===== src/rtl/fetch_queue.sv =====
// Instruction-fetch unit: issues in-order fetch requests and buffers the returned
// instructions with their PCs in a small circular queue that decode drains.
module fetch_queue #(
  parameter int              XLEN     = 32,
  parameter logic [XLEN-1:0] RESET_PC = '0,
  parameter int              DEPTH    = 4
) (
  input  logic            sclk_i,
  input  logic            srst_i,
  output logic            imem_req_valid_o,
  input  logic            imem_req_ready_i,
  output logic [XLEN-1:0] imem_req_addr_o,
  input  logic            imem_resp_valid_i,
  input  logic [31:0]     imem_resp_data_i,
  input  logic            redirect_i,
  input  logic [XLEN-1:0] redirect_target_i,
  output logic            out_valid_o,
  input  logic            out_ready_i,
  output logic [31:0]     out_inst_o,
  output logic [XLEN-1:0] out_pc_o
);

  localparam int PW = $clog2(DEPTH);
  localparam int CW = $clog2(DEPTH + 1);

  logic [XLEN-1:0]  fetch_pc_q, fetch_pc_d;
  logic [XLEN-1:0]  pc_q   [DEPTH];
  logic [XLEN-1:0]  pc_d   [DEPTH];
  logic [31:0]      inst_q [DEPTH];
  logic [31:0]      inst_d [DEPTH];
  logic [DEPTH-1:0] filled_q, filled_d;
  logic [PW-1:0]    head_q, head_d, tail_q, tail_d, fill_q, fill_d;
  logic [CW-1:0]    count_q, count_d, unfilled_q, unfilled_d, drop_q, drop_d;

  logic          req_fire, out_fire, resp_drop, resp_fill;
  logic [CW:0]   in_use;
  logic [CW:0]   drop_sum;

  // Occupied entries plus responses still to be discarded bound the outstanding requests.
  assign in_use           = {1'b0, count_q} + {1'b0, drop_q};
  assign imem_req_valid_o = in_use < (CW+1)'(DEPTH);
  assign imem_req_addr_o  = fetch_pc_q;
  assign out_valid_o      = filled_q[head_q];
  assign out_inst_o       = inst_q[head_q];
  assign out_pc_o         = pc_q[head_q];

  assign req_fire  = imem_req_valid_o && imem_req_ready_i;
  assign out_fire  = out_valid_o && out_ready_i;
  assign resp_drop = imem_resp_valid_i && (drop_q != '0);
  assign resp_fill = imem_resp_valid_i && (drop_q == '0) && (unfilled_q != '0);

  always_comb begin
    fetch_pc_d = fetch_pc_q;
    pc_d       = pc_q;
    inst_d     = inst_q;
    filled_d   = filled_q;
    head_d     = head_q;
    tail_d     = tail_q;
    fill_d     = fill_q;
    count_d    = count_q;
    unfilled_d = unfilled_q;
    drop_d     = drop_q;
    drop_sum   = {1'b0, drop_q} + {1'b0, unfilled_q} + (CW+1)'(req_fire)
                 - (CW+1)'(resp_drop || resp_fill);

    if (redirect_i) begin
      // Everything still in flight, including a request accepted this cycle, becomes a drop.
      fetch_pc_d = redirect_target_i & ~XLEN'(3);
      filled_d   = '0;
      head_d     = '0;
      tail_d     = '0;
      fill_d     = '0;
      count_d    = '0;
      unfilled_d = '0;
      drop_d     = drop_sum[CW-1:0];
    end else begin
      if (req_fire) begin
        pc_d[tail_q]     = fetch_pc_q;
        filled_d[tail_q] = 1'b0;
        tail_d           = tail_q + PW'(1);
        fetch_pc_d       = fetch_pc_q + XLEN'(4);
      end
      if (resp_drop) begin
        drop_d = drop_q - CW'(1);
      end
      if (resp_fill) begin
        inst_d[fill_q]   = imem_resp_data_i;
        filled_d[fill_q] = 1'b1;
        fill_d           = fill_q + PW'(1);
      end
      // Clearing filled on pop keeps a stale flag from showing once the queue wraps empty.
      if (out_fire) begin
        filled_d[head_q] = 1'b0;
        head_d           = head_q + PW'(1);
      end
      count_d    = count_q + CW'(req_fire) - CW'(out_fire);
      unfilled_d = unfilled_q + CW'(req_fire) - CW'(resp_fill);
    end
  end

  always_ff @(posedge sclk_i) begin
    if (srst_i) begin
      fetch_pc_q <= RESET_PC;
      pc_q       <= '{default: '0};
      inst_q     <= '{default: '0};
      filled_q   <= '0;
      head_q     <= '0;
      tail_q     <= '0;
      fill_q     <= '0;
      count_q    <= '0;
      unfilled_q <= '0;
      drop_q     <= '0;
    end else begin
      fetch_pc_q <= fetch_pc_d;
      pc_q       <= pc_d;
      inst_q     <= inst_d;
      filled_q   <= filled_d;
      head_q     <= head_d;
      tail_q     <= tail_d;
      fill_q     <= fill_d;
      count_q    <= count_d;
      unfilled_q <= unfilled_d;
      drop_q     <= drop_d;
    end
  end

endmodule

===== config.mk =====
export PLATFORM = sky130hd
export DESIGN_NAME = fetch_queue
export DESIGN_NICKNAME = d
export VERILOG_FILES = /design/src/rtl/fetch_queue.sv
export SDC_FILE = /design/constraint.sdc
export NUM_CORES = 1
export LEC_CHECK = 0
export ABC_AREA = 1
export CAP_MARGIN = 30
export CORE_MARGIN = 3
export CORE_UTILIZATION = 25
export CTS_CLUSTER_DIAMETER = 40
export CTS_CLUSTER_SIZE = 30
export DETAILED_ROUTE_END_ITERATION = 12
export PLACE_DENSITY_LB_ADDON = 0.08
export SLEW_MARGIN = 10
export SYNTH_ARGS = -nofsm -noshare
export SYNTH_HDL_FRONTEND = slang
export SYNTH_SLANG_ARGS = --single-unit

===== constraint.sdc =====
create_clock -name sclk_i -period 3.7 [get_ports sclk_i]
set_input_delay 1.11 -clock sclk_i [delete_from_list [all_inputs] [get_ports sclk_i]]
set_output_delay 1.11 -clock sclk_i [all_outputs]
set_load 0.005 [all_outputs]

==> results.md <==
* Status: finished, final reports clean
* Crit Path Max Fanout at between 40 and 50
* Clock Sinks at around 300
* Vias post-DR at 14300
* Largest net degree at the start of global routing at 149
* Drt pass-1 iters at 5
* Synth cell types at 35
* Root Driver: clkbuf_16
* P_leak at 6.55 nW
* Skew final at 0.0197 ns
* Share of the synthesized area in the top cell type at 0.418
* Worst vdd ir at between 300 and 400 uV
* Measured slew at the worst slew-check pin at 0.968 ns
* Max Cap Viol at 0
* Final WS setup at around 0.15 ns
* Area delta synth->final at 31.7%
* Tcrit/Tclk final at 0.960
* Util after Layout at 0.336
* Register area share after synthesis at 0.418
* Delay-heaviest family, CP: buffers and inverters
* Ports at 168
* Starting density of the core at 0.255
* Crit-path cells: inv_6 -> buf_12 -> o21ai_0 -> o22ai_1 -> clkdlybuf4s50_1
* Fin. Hold Viols at 0
* Hpwl dp at between 30 and 40 mm
* Global Route Usage Sum at 0.182
* Ys flop type: dfxtp_1
* Slew headroom at 0.355
* Max incr delay on CP at about 0.58 ns
* Crit path required time at between 2 and 3 ns
* Worst Setup End Kind: output pin
* Final TNS setup at 0 ns
* CTS HTree Levels at 3
* YS warnings at 0
* Fillers at 6076
* RSZ-0062 raised after global routing: no
* Port bufs at 161
* Max frequency at between 200 and 300 MHz
* Synth Register Bits at 297
* CTS buffer count at about 70
* Post-synth ARST share at 0
* Routed WL per cell at between 15 and 20 um
* Crit path DAT at around 2.4 ns
* DIE WIDTH at approximately 240 um
* PwrDens at between 500 and 600 nW/um2
* Initial antenna violation count at 0
* Worst reg-to-reg setup slack at 0.92 ns
* Row count at 86
* Finished Layout Cells at around 2900
* Placement Setup Slack at roughly 0.007 ns
* Count leader, synth: nand2_1
* Vias in the first global route at between 10000 and 15000
* Clock slew at reported path FFs at roughly 0.050 ns
* Worst-Skew Late Latency at approximately 0.58 ns
* Slowest CP cell: clkdlybuf4s50_1
* Layout cell share with drive strength beyond 1 at 0.0838
* Final Setup Violations at 0
* Buf/Inv on CP at 3
* Critical Path Start Type: register
* HP Class: register to register
* CTS tree: built
* Gpl congestion at 0.766
* DIE AREA at roughly 60000 um2
* Hold-fix buffers at CTS at 0
* WL final at 55.8 mm
* Placed insts at between 2000 and 3000
* Final slew viol count at 0
* CORE AREA at between 50000 and 60000 um2
* Synth top area cells: dfxtp_1 (42%), nand2_1 (11%), a21oi_1 (10%)
* Antenna Nets Post-Route at 0
* DR iter-0 viols at just over 1000
* Antenna Cells at 0
* Final hold slack at 0.454 ns
* First-pass GRT wire length at 85.3 mm
* Floorplan die height at 245 um
* Longest Clk Path Bufs at 3
* Mapped cell area at 14200 um2
* Vias/cell at between 4 and 5
* DRC at 0
* EDFF count, synth at 0
* Layout Nets at 2229
* Commonest cells post-synth: nand2_1 (414), dfxtp_1 (297), a21oi_1 (284)
* Final min period at between 3 and 4 ns
* Crit Path Class: register to output pin
* Grt ovf at 0
* Post-Synthesis Cells at approximately 2000
* Area leader, netlist: dfxtp_1
* Syn_area_per_cell at ~7 um2
## cell usage in the layout (no fill, tap or decap), types with 2 or more instances in the layout
cell type | Yosys | final
ha_1 | 22 | 22
buf_4 | 9 | 44
dfxtp_4 | 0 | 2
clkinv_2 | 0 | 14
buf_16 | 0 | 2
nor2_1 | 192 | 192
o22ai_1 | 62 | 61
inv_1 | 83 | 81
dfxtp_1 | 297 | 295
clkdlybuf4s50_1 | 0 | 159
nand2_1 | 414 | 414
clkbuf_8 | 0 | 11
bufinv_16 | 0 | 8
fa_1 | 3 | 3
xor2_1 | 9 | 9
a21oi_1 | 284 | 284
a31oi_1 | 5 | 5
clkbuf_1 | 120 | 7
inv_6 | 0 | 3
buf_12 | 0 | 6
a22oi_1 | 4 | 4
nand3_1 | 277 | 277
clkinv_4 | 0 | 3
clkbuf_16 | 0 | 73
clkinvlp_4 | 0 | 4
xnor2_1 | 7 | 7
o21bai_1 | 2 | 2
o21ai_0 | 168 | 168
conb_1 | 1 | 4
nor2_4 | 2 | 2
## layer usage
metal	global-route usage	up-vias	share of wire
met5	0	-	0
met2	0.295	367	0.46
met3	0.0384	74	0.049
met4	0.0424	0	0.016
li1	-	7022	-
met1	0.249	6816	0.47
## metrics by stage
stage	area [um2]	total power, W
final	18700	0.0108
after global routing	18700	0.0113
after CTS	18700	0.0110
after detailed placement	16300	0.00463
after global placement	16300	0.00463
after floorplan	14200	0.00414
## cells by family (layout without fill, tap and decap cells)
family | count (synthesis) | after routing | share of synthesized area
flip-flops | 297 | 297 | 0.418
other | 1 | 4 | 0.000264
buffers and inverters | 275 | 421 | 0.0916
AND/OR/NAND/NOR | 893 | 893 | 0.264
XOR/XNOR | 16 | 16 | 0.00985
AO/OA/AOI/OAI | 528 | 528 | 0.193
adder cells (fa/ha/maj) | 25 | 25 | 0.0236
## flip-flops by register name (all words and copies together) (netlist names)
name / count
count_q: 3
drop_q: 3
fill_q: 2
filled_q: 4
head_q: 2
imem_req_addr_o: 30
inst_q: 128
pc_q: 120
tail_q: 2
unfilled_q: 3
## worst paths after layout
| check | cells after the start | startpoint | endpoint |
|---|---|---|---|
| setup / recovery | 5 | head_q[0] | out_inst_o[4] |
| hold / removal | 2 | pc_q[63] | pc_q[63] |
| setup reg to reg | 15 | drop_q[1] | drop_q[2] |
| hold reg to reg | 2 | pc_q[63] | pc_q[63] |
## final cells by class
type / count / area [um2] / area share
Tap cell: 748 / 936 / 0.0499
Inverter: 84 / 320 / 0.0171
Clock buffer: 88 / 1950 / 0.104
Sequential cell: 297 / 5950 / 0.318
Multi-Input combinational cell: 1466 / 7000 / 0.373
Timing Repair Buffer: 216 / 2170 / 0.116
Clock inverter: 33 / 420 / 0.0224
## where the power goes
part | total [W] | internal (W) | switching [W]
Clock | 0.00623 | 0.00426 | 0.00197
Sequential | 0.00341 | 0.00329 | 0.000124
Combinational | 0.00115 | 0.000444 | 0.000711
## timing repair
item | CTS | global route
resized for setup | 1 | 5
gates cloned | 0 | 1
buffers inserted | 0 | 1
endpoints found under the setup margin | 22 | 7
## worst reg2reg max path: cells and delay by family (launching register included)
kind | cells | cell delay, ns
XOR/XNOR | 3 | 0.47
buffers and inverters | 2 | 0.16
flip-flops | 1 | 0.32
AND/OR/NAND/NOR | 3 | 0.23
AO/OA/AOI/OAI | 3 | 0.39
adder cells (fa/ha/maj) | 4 | 1.09
Note: power is estimated with default switching activity, not from simulation.
